===== config.mk =====
export PLATFORM = sky130hd
export DESIGN_NAME = cla_pipe_addsub_flat
export DESIGN_NICKNAME = d
export VERILOG_FILES = /design/src/rtl/alu_pkg.sv /design/src/rtl/cla_pipe_addsub_if.sv /design/src/rtl/cla_grp4.sv /design/src/rtl/cla_pipe_addsub.sv /design/src/flat_wrapper.sv
export SDC_FILE = /design/constraint.sdc
export NUM_CORES = 1
export LEC_CHECK = 0
export ABC_AREA = 1
export BUFFER_PORTS_ARGS = -buffer_cell sky130_fd_sc_hd__buf_2
export CORE_MARGIN = 4
export CORE_UTILIZATION = 40
export DETAILED_ROUTE_END_ITERATION = 16
export SYNTH_ARGS = -nofsm -noshare
export SYNTH_HDL_FRONTEND = slang
export SYNTH_HIERARCHICAL = 1
export SYNTH_SLANG_ARGS = --single-unit
export TNS_END_PERCENT = 50

===== constraint.sdc =====
create_clock -name clk -period 3.4 [get_ports clk]
set_clock_uncertainty 0.2 [all_clocks]
set_input_delay 0.68 -clock clk [delete_from_list [all_inputs] [get_ports clk]]
set_output_delay 0.68 -clock clk [all_outputs]
set_load 0.03 [all_outputs]

===== src/rtl/alu_pkg.sv =====
// Shared ALU definitions: adder/subtractor op encodings and the N/Z/C/V flag bundle.
package alu_pkg;

    typedef enum logic [1:0] {
        OP_ADD = 2'b00,
        OP_SUB = 2'b01,
        OP_ADC = 2'b10,
        OP_SBC = 2'b11
    } op_e;

    typedef struct packed {
        logic n;
        logic z;
        logic c;
        logic v;
    } flags_t;

endpackage


===== src/rtl/cla_pipe_addsub_if.sv =====
// Operand/result handshake bundle for cla_pipe_addsub; the producer/consumer side uses master.
interface cla_pipe_addsub_if
    import alu_pkg::*;
#(
    parameter int unsigned WIDTH = 32
) ();

    logic             in_valid;
    logic             in_ready;
    logic [WIDTH-1:0] a;
    logic [WIDTH-1:0] b;
    op_e              op;
    logic             ci;
    logic             out_valid;
    logic             out_ready;
    logic [WIDTH-1:0] s;
    flags_t           flags;

    modport master (
        output in_valid, a, b, op, ci, out_ready,
        input  in_ready, out_valid, s, flags
    );

    modport slave (
        input  in_valid, a, b, op, ci, out_ready,
        output in_ready, out_valid, s, flags
    );

endinterface


===== src/rtl/cla_grp4.sv =====
// Combinational 4-bit carry-lookahead group; c3_o is the carry into bit 3 (used for overflow).
module cla_grp4 (
    input  logic [3:0] a_i,
    input  logic [3:0] b_i,
    input  logic       ci_i,
    output logic [3:0] s_o,
    output logic       co_o,
    output logic       c3_o
);

    logic [3:0] g;
    logic [3:0] p;
    logic [3:0] c;

    assign g = a_i & b_i;
    assign p = a_i ^ b_i;

    assign c[0] = ci_i;
    assign c[1] = g[0] | (p[0] & ci_i);
    assign c[2] = g[1] | (p[1] & g[0]) | (p[1] & p[0] & ci_i);
    assign c[3] = g[2] | (p[2] & g[1]) | (p[2] & p[1] & g[0]) | (p[2] & p[1] & p[0] & ci_i);
    assign co_o = g[3] | (p[3] & g[2]) | (p[3] & p[2] & g[1]) | (p[3] & p[2] & p[1] & g[0])
                | (p[3] & p[2] & p[1] & p[0] & ci_i);

    assign s_o  = p ^ c;
    assign c3_o = c[3];

endmodule


===== src/rtl/cla_pipe_addsub.sv =====
// Pipelined CLA adder/subtractor: stage k resolves slice k, operands shift down and sums
// shift in from the top so the final stage holds a right-aligned full-width result.
module cla_pipe_addsub
    import alu_pkg::*;
#(
    parameter int unsigned WIDTH  = 32,
    parameter int unsigned STAGES = 2
) (
    input logic              clk,
    input logic              rst,
    cla_pipe_addsub_if.slave bus
);

    localparam int unsigned SW = WIDTH / STAGES;
    localparam int unsigned NG = SW / 4;

    if (STAGES < 1 || (WIDTH % (4 * STAGES)) != 0) begin : g_bad_cfg
        $error("cla_pipe_addsub: need STAGES >= 1 and WIDTH a multiple of 4*STAGES");
    end

    logic             en;
    logic             out_vld;
    logic             cy_fin;
    logic             cmsb_q;
    logic [WIDTH-1:0] s_fin;
    logic [WIDTH-1:0] b_eff;
    logic             cin_eff;

    // A held result at the output stalls every stage.
    assign en           = !(out_vld && !bus.out_ready);
    assign bus.in_ready = en;

    always_comb begin
        b_eff   = bus.b;
        cin_eff = 1'b0;
        unique case (bus.op)
            OP_ADD: begin
                b_eff   = bus.b;
                cin_eff = 1'b0;
            end
            OP_SUB: begin
                b_eff   = ~bus.b;
                cin_eff = 1'b1;
            end
            OP_ADC: cin_eff = bus.ci;
            OP_SBC: begin
                b_eff   = ~bus.b;
                cin_eff = bus.ci;
            end
            default: ;
        endcase
    end

    for (genvar k = 0; k < STAGES; k++) begin : g_stg
        logic [WIDTH-1:0] a_src;
        logic [WIDTH-1:0] b_src;
        logic [WIDTH-1:0] sum_src;
        logic             c_src;
        logic             v_src;
        logic [SW-1:0]    s_sl;
        logic [WIDTH-1:0] s_top;
        logic [NG:0]      cg;
        logic [NG-1:0]    c3g;
        logic             vld_q;
        logic             cy_q;
        logic [WIDTH-1:0] sum_q;

        if (k == 0) begin : g_src
            assign a_src   = bus.a;
            assign b_src   = b_eff;
            assign sum_src = '0;
            assign c_src   = cin_eff;
            assign v_src   = bus.in_valid;
        end else begin : g_src
            assign a_src   = g_stg[k-1].g_fwd.a_q;
            assign b_src   = g_stg[k-1].g_fwd.b_q;
            assign sum_src = g_stg[k-1].sum_q;
            assign c_src   = g_stg[k-1].cy_q;
            assign v_src   = g_stg[k-1].vld_q;
        end

        assign cg[0] = c_src;
        for (genvar g = 0; g < NG; g++) begin : g_grp
            cla_grp4 u_grp (
                .a_i  (a_src[4*g +: 4]),
                .b_i  (b_src[4*g +: 4]),
                .ci_i (cg[g]),
                .s_o  (s_sl[4*g +: 4]),
                .co_o (cg[g+1]),
                .c3_o (c3g[g])
            );
        end

        assign s_top = WIDTH'(s_sl) << (WIDTH - SW);

        always_ff @(posedge clk or posedge rst) begin
            if (rst) begin
                vld_q <= 1'b0;
                cy_q  <= 1'b0;
                sum_q <= '0;
            end else if (en) begin
                vld_q <= v_src;
                cy_q  <= cg[NG];
                sum_q <= (sum_src >> SW) | s_top;
            end
        end

        // Upper operand slices still waiting for their stage.
        if (k < STAGES - 1) begin : g_fwd
            logic [WIDTH-1:0] a_q;
            logic [WIDTH-1:0] b_q;
            always_ff @(posedge clk or posedge rst) begin
                if (rst) begin
                    a_q <= '0;
                    b_q <= '0;
                end else if (en) begin
                    a_q <= a_src >> SW;
                    b_q <= b_src >> SW;
                end
            end
        end

        if (k == STAGES - 1) begin : g_msb
            always_ff @(posedge clk or posedge rst) begin
                if (rst) begin
                    cmsb_q <= 1'b0;
                end else if (en) begin
                    cmsb_q <= c3g[NG-1];
                end
            end
        end
    end

    assign out_vld       = g_stg[STAGES-1].vld_q;
    assign cy_fin        = g_stg[STAGES-1].cy_q;
    assign s_fin         = g_stg[STAGES-1].sum_q;
    assign bus.out_valid = out_vld;
    assign bus.s         = s_fin;

    // Flags read as zero whenever no result is presented (including straight out of reset).
    always_comb begin
        bus.flags = '0;
        if (out_vld) begin
            bus.flags.n = s_fin[WIDTH-1];
            bus.flags.z = ~|s_fin;
            bus.flags.c = cy_fin;
            bus.flags.v = cmsb_q ^ cy_fin;
        end
    end

endmodule


===== src/flat_wrapper.sv =====
// flat-port wrapper written by rule: the top's interface ports become plain ports
module cla_pipe_addsub_flat import alu_pkg::*;
#(
    parameter int unsigned WIDTH  = 32,
    parameter int unsigned STAGES = 2
)
  (clk, rst, bus_in_valid, bus_a, bus_b, bus_op, bus_ci, bus_out_ready, bus_in_ready, bus_out_valid, bus_s, bus_flags);
  cla_pipe_addsub_if #(.WIDTH(WIDTH)) bus_i ();
  input logic clk;
  input logic rst;
  input wire logic [$bits(bus_i.in_valid)-1:0] bus_in_valid;
  input wire logic [$bits(bus_i.a)-1:0] bus_a;
  input wire logic [$bits(bus_i.b)-1:0] bus_b;
  input wire logic [$bits(bus_i.op)-1:0] bus_op;
  input wire logic [$bits(bus_i.ci)-1:0] bus_ci;
  input wire logic [$bits(bus_i.out_ready)-1:0] bus_out_ready;
  output wire logic [$bits(bus_i.in_ready)-1:0] bus_in_ready;
  output wire logic [$bits(bus_i.out_valid)-1:0] bus_out_valid;
  output wire logic [$bits(bus_i.s)-1:0] bus_s;
  output wire logic [$bits(bus_i.flags)-1:0] bus_flags;
  assign bus_i.in_valid = bus_in_valid;
  assign bus_i.a = bus_a;
  assign bus_i.b = bus_b;
  assign bus_i.op = bus_op;
  assign bus_i.ci = bus_ci;
  assign bus_i.out_ready = bus_out_ready;
  assign bus_in_ready = bus_i.in_ready;
  assign bus_out_valid = bus_i.out_valid;
  assign bus_s = bus_i.s;
  assign bus_flags = bus_i.flags;
  cla_pipe_addsub #(.WIDTH(WIDTH), .STAGES(STAGES)) u_core (.clk(clk), .rst(rst), .bus(bus_i));
endmodule

==> results of run 1 <==
Yosys cell counts (all sizes together):
cell type	number	area share [%]
nand4	16	1.9
nand2	138	11
nor2	55	3.9
ha	32	7.5
a21oi	39	5.7
xnor2	19	3.1
inv	94	6.6
xor2	21	3.5
nand3	35	3.3
fa	8	3.0
clkbuf	7	0.50
or2	9	1.1
buf	16	2.9
dfrtp	85	40
mux2	1	0.21
o21ai	55	5.6
how the worst max path moves through the flow:
stage,end,cells past startpoint,slack (ns)
after CTS,u_core/g_stg[0].sum_q[29]$_DFFE_PP0N_,19,0.32
after detailed placement,u_core/g_stg[0].sum_q[29]$_DFFE_PP0N_,19,-0.02
after global routing,u_core/bus.s[29]$_DFFE_PP0N_,17,0.11
after global placement,u_core/g_stg[0].sum_q[29]$_DFFE_PP0N_,19,0.05
after floorplan,u_core/g_stg[0].sum_q[29]$_DFFE_PP0N_,20,0.008
final,u_core/g_stg[0].sum_q[29]$_DFFE_PP0N_,19,0.30
per-layer routing:
| metal | GRT usage [%] | routed length (um) |
|---|---|---|
| met1 | 18.8 | 4890 |
| met2 | 25.8 | 5210 |
| met3 | 4.53 | 668 |
| met4 | 4.91 | 89 |
| met5 | 0 | 7 |
flip-flops by register name, indices dropped and copies added, names as in the netlist:
name / count
u_core/bus.out_valid: 1
u_core/bus.s: 32
u_core/cy_fin: 1
u_core/g_stg.g_fwd.a_q: 16
u_core/cmsb_q: 1
u_core/g_stg.g_fwd.b_q: 16
u_core/g_stg.vld_q: 1
u_core/g_stg.cy_q: 1
u_core/g_stg.sum_q: 16
power breakdown:
| group | switching (mW) | leakage, nW | internal, mW |
|---|---|---|---|
| Clock | 0.379 | 0.149 | 0.584 |
| Combinational | 1.13 | 2.16 | 0.620 |
| Sequential | 0.177 | 1.01 | 1.29 |
area by class of cell:
class,count,share of cell area (%)
sequential,85,33.8
multi-input combinational,428,42.1
timing repair buffer,122,10.5
inverter,94,5.62
clock buffer,11,3.86
clock inverter,5,0.795
tap,172,3.42
stage by stage:
step | setup TNS, ns | cells
floorplan | 0 | 630
global placement | 0 | 901
CTS | 0 | 917
finish | 0 | 917
detailed placement | -0.0231 | 901
global route | 0 | 917
logic make-up after synthesis:
logic type               after synthesis
AO/OA/AOI/OAI                         94
XOR/XNOR                              40
adder cells (fa/ha/maj)               40
buffers and inverters                117
flip-flops                            85
multiplexers                           1
AND/OR/NAND/NOR                      253
==> run_results.csv, run 1 <==
group,metric,value,unit
setup_path,critical_path.reg2reg.endpoint,"u_core/bus.s[29]$_DFFE_PP0N_",
clock_network,clock_transition_at_path_regs,0.06,ns
final_layout,fillCellCount,1277,
sta,min_period_over_period,91.1,%
setup_path,timing.critical_path.slowest_stage_cell,"sky130_fd_sc_hd__fa_1",
setup_path,setup.worst_path.start_class,"input port",
final_layout,final_common_cell,"sky130_fd_sc_hd__nand2_1",
drt,via_per_inst,4.59,
setup_path,cp.buffers_inverters,1,
synth,seq_area_frac_synth,40.1,%
power_and_ir_drop,total_power_density_per_cell_area,665,mW/mm^2
setup_path,cpPeakStageDelay,0.38,ns
floorplan,io_pins,109,
clock_network,tritoncts.num_buffers,9,
final_layout,layout_common_cells,"110 x sky130_fd_sc_hd__nand2_1, 108 x sky130_fd_sc_hd__buf_2, 92 x sky130_fd_sc_hd__inv_1, 85 x sky130_fd_sc_hd__dfrtp_1, 55 x sky130_fd_sc_hd__nor2_1",
power_and_ir_drop,peak_ir_drop_on_the_vdd_network,0.249,mV
setup_path,crit_required,3.42,ns
synth,mux_share_of_post_synthesis_cell_area,0.212,%
power_and_ir_drop,static-leakage-power,3.32,nW
drt,initialDrtViolationCount,191,
setup_path,cp_data_arrival_time,3.12,ns
setup_path,timing.setup.critical_path_class,"in2reg",
floorplan,rows,41,
setup_path,timing.critical_path.fanout_max,5,
synth,synth_xor_xnor_area_share,6.60,%
final_layout,ratio_of_cells_with_drive_above_1_in_the_final_layout,27.2,%
sta,slew_limit_headroom,49.7,%
clock_network,post_cts_hold_buffer_count,0,
drt,remaining_drc_errors,0,
sta,min_period,3.10,ns
sta,grt_setup_unrepaired,"false",
final_layout,final_nets,851,
drt,drt-wirelength-per-cell,11.8,um
clock_network,clock_tree.htree_level_count,3,
setup_path,worst_path_dominant_cell_family,"simple AND/OR/NAND/NOR gates",
drt,drt.antenna.violating_nets,0,
floorplan,floorplan.die.width,123,um
setup_path,cp_startpoint,"bus_op[0]",
global_route,first_global_vias,4197,
setup_path,worst_r2r_startpoint,"u_core/g_stg[0].g_fwd.a_q[1]$_DFFE_PP0N_",
final_layout,area_taken_by_flip_flops_and_latches,0.00213,sq mm
global_route,grt_start_max_net_pins,56,
synth,postSynthNetCount,741,
final_layout,areaGrowthSynthToFinish,18.6,%
clock_network,tritoncts_num_sinks,85,
setup_path,crit_chain,"buf_2 -> xor2_1 -> ha_1 -> nand3_1 -> nand3_1 -> nand3_1 -> nand2_1 -> nand3_1 -> nand3_1 -> nand3_1 -> nand2_1 -> nand3_1 -> nand3_1 -> nand3_1 -> nand2_1 -> fa_1 -> xor2_1 -> nand2_1 -> o21ai_2",
placed_design,dpl-instance-area,0.00600,sq mm
flow_run,reported_max_cap_violation_count,0,
final_layout,final_design_area_no_fill,0.00630,sq mm
status,outcome,"completed",
placed_design,detailed_place_hpwl,8300,um
setup_path,rr_worst_depth,17,
synth,synthesis.area,0.00531,sq mm
setup_path,critical-path-top-cell-by-count,"sky130_fd_sc_hd__nand3_1",
synth,basic_gate_share_of_the_synthesized_area_counting_and_or_nand_and_nor_cells,21.2,%
drt,dr.pass1.iters,7,
setup_path,critical_path.endpoint_type,"register",
sta,finalHoldViolations,0,
drt,via_count,4207,
synth,ys.warnings.count,6,
sta,drv_slew,0,
power_and_ir_drop,fin_total_pwr,4.19,mW
synth,yosysUniqueCellTypes,23,
min_path,worstHoldPathType,"in2async",
clock_network,post-cts-setup-buffer-count,0,
clock_network,insertion_delay,0.34,ns
sta,achievable-frequency,0.323,GHz
floorplan,die_h,123,um
global_route,antenna_found_initial,1,
synth,synth.ff_latch_count,85,
clock_network,tritoncts,"built",
sta,tightestPinTransition,0.754,ns
synth,netlist_instances,630,
clock_network,ctsRootBufferMaster,"sky130_fd_sc_hd__clkbuf_16",
synth,mapped_avg_cell_area,8.42,sq um
clock_network,number_of_buffers_on_the_longest_clock_path,2,
floorplan,floorplan.die_area,0.0152,sq mm
sta,layout_setup_ws,0.301,ns
clock_network,post_cts_resized,0,
synth,synth-compound-area-share,11.3,%
global_route,gr-usage-all-layers,15.3,%
setup_path,worst-r2r-setup-slack,0.33,ns
global_route,grt_pass1_wl,18500,um
drt,drt_wl_total,10900,um
placed_design,buffer_ports.inserted,108,
sta,finalSetupViolCount,0,
sta,hold_slack,0.242,ns
floorplan,start_util,41.4,%
synth,post_synth_fa_ha_maj_area_fraction,10.6,%
synth,synth_top_family_by_area,"simple AND/OR/NAND/NOR gates",
final_layout,fin_util,49.1,%
final_layout,num_antenna_cells,0,
placed_design,placement.setup.worst_slack,-0.0231,ns
final_layout,multiInputGateArea,0.00265,sq mm
global_route,grt_overflow,0,
placed_design,gp_weighted_congestion,0.818,
floorplan,fp.coreArea,0.0128,sq mm
Note: power is estimated with default switching activity, not from simulation.
==> inputs of run 2 (changes only) <==
CTS_BUF_LIST = sky130_fd_sc_hd__clkbuf_8   (was unset)
clock period = 3.6 ns   (was 3.4 ns; I/O delays follow)
==> run 2 against run 1 <==
Against the previous run: critical path depth is the same; final cell count down 1.1%; global-route usage fell by 0.69 points; sequential power shrank 6%; combinational power down 6%; sequential share of layout area grew 0.66 points; core utilization shrank 0.95 points; critical endpoint unchanged; largest cell class unchanged; highest routed layer is now met4.
==> run_results.csv, run 2 (synthesis gave the netlist of run 1 again) <==
group,metric,value,unit
status,outcome,"completed",
final_layout,layoutNonFillerInstCount,907,
clock_network,post-cts-setup-buffer-count,0,
setup_path,cp_startpoint,"bus_op[0]",
setup_path,crit_chain,"buf_2 -> xor2_1 -> ha_1 -> nand2_1 -> nand3_1 -> nand3_1 -> nand2_1 -> nand3_1 -> nand3_1 -> nand3_1 -> nand2_1 -> nand3_1 -> nand3_1 -> nand3_1 -> nand2_1 -> fa_1 -> xor2_1 -> nand2_1 -> o21ai_2",
drt,drt_wl_total,10600,um
setup_path,critical_path.reg2reg.endpoint,"u_core/bus.s[29]$_DFFE_PP0N_",
placed_design,placement.setup.worst_slack,0.0282,ns
global_route,grt_start_max_net_pins,170,
final_layout,final_common_cell,"sky130_fd_sc_hd__nand2_1",
setup_path,crit_path_end,"u_core/g_stg[0].sum_q[29]$_DFFE_PP0N_",
final_layout,layout_common_cells,"110 x sky130_fd_sc_hd__nand2_1, 108 x sky130_fd_sc_hd__buf_2, 92 x sky130_fd_sc_hd__inv_1, 85 x sky130_fd_sc_hd__dfrtp_1, 55 x sky130_fd_sc_hd__nor2_1",
setup_path,critical_path.endpoint_type,"register",
sta,finalHoldViolations,0,
floorplan,start_util,41.4,%
final_layout,final_design_area_no_fill,0.00617,sq mm
sta,min_period,3.21,ns
power_and_ir_drop,total_power_density_per_cell_area,614,mW/mm^2
floorplan,die_h,123,um
global_route,first_global_vias,3916,
final_layout,areaGrowthSynthToFinish,16.3,%
final_layout,num_antenna_cells,0,
drt,drt-wirelength-per-cell,11.7,um
placed_design,buffer_ports.inserted,108,
setup_path,critical-path-top-cell-by-count,"sky130_fd_sc_hd__nand3_1",
floorplan,floorplan.die_area,0.0152,sq mm
setup_path,crit_required,3.63,ns
setup_path,rr_worst_depth,17,
drt,dr.pass1.iters,4,
placed_design,gp_weighted_congestion,0.794,
setup_path,timing.critical_path.slowest_stage_cell,"sky130_fd_sc_hd__fa_1",
clock_network,clock_transition_at_path_regs,0.08,ns
floorplan,fp.coreArea,0.0128,sq mm
power_and_ir_drop,static-leakage-power,3.24,nW
setup_path,setup.worst_path.start_class,"input port",
power_and_ir_drop,fin_total_pwr,3.79,mW
placed_design,dpl-instance-area,0.00594,sq mm
placed_design,detailed_place_hpwl,7970,um
floorplan,floorplan.die.width,123,um
clock_network,tritoncts_num_sinks,85,
min_path,worstHoldPathType,"in2async",
clock_network,insertion_delay,0.36,ns
setup_path,worst_r2r_startpoint,"u_core/g_stg[0].g_fwd.a_q[1]$_DFFE_PP0N_",
final_layout,largest_reg_flops,32,
drt,initialDrtViolationCount,249,
setup_path,cp_data_arrival_time,3.24,ns
sta,tightestPinTransition,0.773,ns
power_and_ir_drop,peak_ir_drop_on_the_vdd_network,0.178,mV
clock_network,post_cts_resized,0,
sta,fin_tns_setup,0,ns
global_route,antenna_found_initial,0,
flow_run,reported_max_cap_violation_count,0,
drt,remaining_drc_errors,0,
clock_network,ctsRootBufferMaster,"sky130_fd_sc_hd__clkbuf_8",
sta,min_period_over_period,89.2,%
clock_network,tritoncts.num_buffers,9,
global_route,gr-usage-all-layers,14.6,%
sta,hold_slack,0.252,ns
floorplan,rows,41,
setup_path,timing.setup.critical_path_class,"in2reg",
sta,slew_limit_headroom,48.4,%
clock_network,tritoncts,"built",
floorplan,io_pins,109,
drt,via_per_inst,4.56,
drt,via_count,4133,
final_layout,final_nets,841,
global_route,grt_overflow,0,
sta,layout_setup_ws,0.389,ns
clock_network,number_of_buffers_on_the_longest_clock_path,2,
drt,drt.antenna.violating_nets,0,
setup_path,cpPeakStageDelay,0.40,ns
sta,achievable-frequency,0.311,GHz
setup_path,worst-r2r-setup-slack,0.51,ns
global_route,grt_pass1_wl,17700,um
clock_network,post_cts_hold_buffer_count,0,
placed_design,dp.cells,891,
clock_network,clock_tree.htree_level_count,3,
final_layout,ratio_of_cells_with_drive_above_1_in_the_final_layout,26.4,%
sta,grt_setup_unrepaired,"false",
setup_path,timing.critical_path.fanout_max,7,
sta,finalSetupViolCount,0,
final_layout,fin_util,48.1,%
sta,drv_slew,0,
## run 2: cell types whose count changed in the layout (fill, tap and decap cells not counted), sizes merged
| cell | delta |
|---|---|
| buf | -10 |
| bufinv | +1 |
| clkinv | -4 |
| clkinvlp | +3 |
## run 2: final cells by class
cell class                      count  area [sq um]
Multi-Input combinational cell    428          2650
Timing Repair Buffer              112           596
Tap cell                          172           215
Fill cell                        1279          6650
Inverter                           94           354
Clock buffer                       11           151
Clock inverter                      5          82.6
Sequential cell                    85          2130
## run 2: how the worst min path moves through the flow
stage                                 startpoint                                        end  slack [ns]
2_1_floorplan  u_core/g_stg[0].vld_q$_DFFE_PP0N_           u_core/bus.out_valid$_DFFE_PP0N_        0.22
3_3_place_gp   u_core/g_stg[0].vld_q$_DFFE_PP0N_           u_core/bus.out_valid$_DFFE_PP0N_        0.24
3_5_place_dp   u_core/g_stg[0].vld_q$_DFFE_PP0N_           u_core/bus.out_valid$_DFFE_PP0N_        0.24
4_1_cts                                      rst  u_core/g_stg[0].g_fwd.b_q[13]$_DFFE_PP0N_        0.26
5_1_grt                                      rst  u_core/g_stg[0].g_fwd.b_q[14]$_DFFE_PP0N_        0.29
6_report                                     rst  u_core/g_stg[0].g_fwd.b_q[13]$_DFFE_PP0N_        0.25
## run 2: power by group
group | switching (mW) | leakage [nW] | total (mW) | internal, mW
Combinational | 1.06 | 2.12 | 1.64 | 0.571
Sequential | 0.162 | 1.01 | 1.38 | 1.22
Clock | 0.344 | 0.108 | 0.773 | 0.428
## run 2: routing by layer
metal / part of all wire [%] / GRT usage [%] / vias to the layer above
li1: - / - / 2188
met1: 47 / 19.3 / 1844
met2: 46 / 23.1 / 87
met3: 6.4 / 4.16 / 14
met4: 1.4 / 4.98 / 0
met5: 0 / 0 / -
## run 2: critical path: cells and delay by family
kind	cells	cell delay, ns
buffers and inverters	1	0.16
adder cells (fa/ha/maj)	2	0.73
AO/OA/AOI/OAI	1	0.06
XOR/XNOR	2	0.35
AND/OR/NAND/NOR	13	1.22
==> inputs of run 3 (changes only) <==
RECOVER_POWER = 25   (was unset)
==> run 3 against run 2 <==
Against the previous run: the flow now finishes with violations (max-capacitance violations, max-slew violations); combinational power about the same; fmax fell by 0.24%; sequential cell count is the same; critical path depth stayed put; sequential share of layout area increased by 0.084 points; register-to-register slack barely moved; clock power barely moved; worst hold slack gained 0.0045 ns; worst setup slack lost 0.0077 ns.
==> run_results.csv, run 3 (synthesis gave the netlist of run 1 again) <==
group,metric,value,unit
status,outcome,"finished with violations",
status,failed_checks,"max-capacitance violations, max-slew violations",
placed_design,detailed_place_hpwl,7970,um
sta,drv_slew,42,
setup_path,critical_path.reg2reg.endpoint,"u_core/bus.s[29]$_DFFE_PP0N_",
clock_network,clock_tree.htree_level_count,3,
sta,finalHoldViolations,0,
clock_network,post-cts-setup-buffer-count,0,
power_and_ir_drop,static-leakage-power,3.23,nW
global_route,first_global_vias,3916,
floorplan,floorplan.die.width,123,um
power_and_ir_drop,pwr-share-clk,20.4,%
power_and_ir_drop,power.share.combinational,43.1,%
setup_path,cp.depth,19,
final_layout,areaGrowthSynthToFinish,16.1,%
setup_path,crit_required,3.63,ns
power_and_ir_drop,p_sw,1.57,mW
setup_path,timing.setup.critical_path_class,"in2reg",
drt,remaining_drc_errors,0,
placed_design,dp.cells,891,
sta,fin_tns_setup,0,ns
global_route,grt_pass1_wl,17700,um
power_and_ir_drop,p_sw_share,41.4,%
floorplan,rows,41,
final_layout,layoutNonFillerInstCount,907,
global_route,antenna_found_initial,0,
drt,drt.antenna.violating_nets,0,
clock_network,post_cts_hold_buffer_count,0,
clock_network,tritoncts_num_sinks,85,
clock_network,tritoncts,"built",
setup_path,worst_r2r_startpoint,"u_core/g_stg[0].g_fwd.a_q[1]$_DFFE_PP0N_",
setup_path,timing.critical_path.slowest_stage_cell,"sky130_fd_sc_hd__fa_1",
final_layout,final_nets,841,
floorplan,fp.coreArea,0.0128,sq mm
power_and_ir_drop,internal_power,2.22,mW
clock_network,clock_transition_at_path_regs,0.09,ns
power_and_ir_drop,fin_total_pwr,3.79,mW
sta,grt_setup_unrepaired,"false",
sta,tightestPinTransition,1.78,ns
floorplan,start_util,41.4,%
drt,dr.pass1.iters,4,
min_path,worstHoldPathType,"reg2reg",
setup_path,cp_data_arrival_time,3.25,ns
clock_network,tritoncts.num_buffers,9,
flow_run,reported_max_cap_violation_count,1,
clock_network,insertion_delay,0.36,ns
setup_path,setup.worst_path.start_class,"input port",
setup_path,crit_path_end,"u_core/g_stg[0].sum_q[29]$_DFFE_PP0N_",
setup_path,timing.critical_path.fanout_max,7,
setup_path,critical-path-top-cell-by-count,"sky130_fd_sc_hd__nand3_1",
sta,finalSetupViolCount,0,
placed_design,dpl-instance-area,0.00594,sq mm
final_layout,num_antenna_cells,0,
drt,drt-wirelength-per-cell,11.7,um
sta,min_period,3.22,ns
setup_path,cpPeakStageDelay,0.40,ns
global_route,gr-usage-all-layers,14.6,%
power_and_ir_drop,pwr-share-seq,36.5,%
clock_network,ctsRootBufferMaster,"sky130_fd_sc_hd__clkbuf_8",
final_layout,fin_util,48.0,%
power_and_ir_drop,peak_ir_drop_on_the_vdd_network,0.178,mV
sta,achievable-frequency,0.311,GHz
clock_network,post_cts_resized,0,
final_layout,final_common_cell,"sky130_fd_sc_hd__nand2_1",
final_layout,largest_reg_flops,32,
setup_path,worst-r2r-setup-slack,0.51,ns
drt,via_count,4128,
setup_path,worst_path_dominant_cell_family,"simple AND/OR/NAND/NOR gates",
drt,initialDrtViolationCount,238,
drt,drt_wl_total,10600,um
drt,via_per_inst,4.55,
final_layout,final_design_area_no_fill,0.00616,sq mm
final_layout,ratio_of_cells_with_drive_above_1_in_the_final_layout,26.4,%
global_route,grt_start_max_net_pins,170,
setup_path,critical_path.endpoint_type,"register",
power_and_ir_drop,total_power_density_per_cell_area,615,mW/mm^2
final_layout,layout_common_cells,"110 x sky130_fd_sc_hd__nand2_1, 108 x sky130_fd_sc_hd__buf_2, 92 x sky130_fd_sc_hd__inv_1, 85 x sky130_fd_sc_hd__dfrtp_1, 55 x sky130_fd_sc_hd__nor2_1",
clock_network,number_of_buffers_on_the_longest_clock_path,2,
setup_path,cp.buffers_inverters,1,
floorplan,die_h,123,um
setup_path,rr_worst_depth,17,
floorplan,floorplan.die_area,0.0152,sq mm
placed_design,gp_weighted_congestion,0.794,
sta,slew_limit_headroom,-19.0,%
global_route,grt_overflow,0,
sta,min_period_over_period,89.4,%
placed_design,buffer_ports.inserted,108,
floorplan,io_pins,109,
min_path,worst_hold_path.num_cells,2,
setup_path,crit_chain,"buf_2 -> xor2_1 -> ha_1 -> nand2_1 -> nand3_1 -> nand3_1 -> nand2_1 -> nand3_1 -> nand3_1 -> nand3_1 -> nand2_1 -> nand3_1 -> nand3_1 -> nand3_1 -> nand2_1 -> fa_1 -> xor2_1 -> nand2_1 -> o21ai_2",
setup_path,cp_startpoint,"bus_op[0]",
==> run 3: how the worst min path moves through the flow <==
stage                                            from                                   endpoint  slack (ns)
floorplan           u_core/g_stg[0].vld_q$_DFFE_PP0N_           u_core/bus.out_valid$_DFFE_PP0N_        0.22
global placement    u_core/g_stg[0].vld_q$_DFFE_PP0N_           u_core/bus.out_valid$_DFFE_PP0N_        0.24
detailed placement  u_core/g_stg[0].vld_q$_DFFE_PP0N_           u_core/bus.out_valid$_DFFE_PP0N_        0.24
CTS                                               rst  u_core/g_stg[0].g_fwd.b_q[13]$_DFFE_PP0N_        0.26
global route        u_core/g_stg[0].vld_q$_DFFE_PP0N_           u_core/bus.out_valid$_DFFE_PP0N_        0.30
finish              u_core/g_stg[0].vld_q$_DFFE_PP0N_           u_core/bus.out_valid$_DFFE_PP0N_        0.26
==> run 3: cell type report <==
cell class	instances	area [sq um]
clock buffer	11	151
clock inverter	5	82.6
fill	1281	6670
inverter	94	354
multi-input combinational	428	2650
sequential	85	2130
tap	172	215
timing repair buffer	112	581
==> run 3: metrics by stage <==
step,hold slack (ns),worst slack (ns)
2_1_floorplan,0.222,0.127
3_3_place_gp,0.237,0.110
3_5_place_dp,0.241,0.0282
4_1_cts,0.256,0.419
5_1_grt,0.304,0.193
6_report,0.257,0.381
==> run 3: per-layer routing <==
metal	share of wire (%)	global-route usage, %
met1	47	19.3
met4	1.3	4.98
met5	0	0
met3	6.4	4.16
met2	46	23.1
==> run 3: power groups by stage <==
stage          clock network [mW]  logic, mW  registers (mW)
6_report                    0.771       1.63            1.38
5_1_grt                     0.841       1.85            1.43
4_1_cts                     0.802       1.66            1.39
3_5_place_dp                    0       1.65            1.41
3_3_place_gp                    0       1.62            1.40
2_1_floorplan                   0      0.975            1.67
==> run 3: worst min-delay path: stages, from the launching register on <==
cell,delay [ns]
sky130_fd_sc_hd__dfrtp_1,0.33
sky130_fd_sc_hd__inv_1,0.05
sky130_fd_sc_hd__nand2_1,0.05
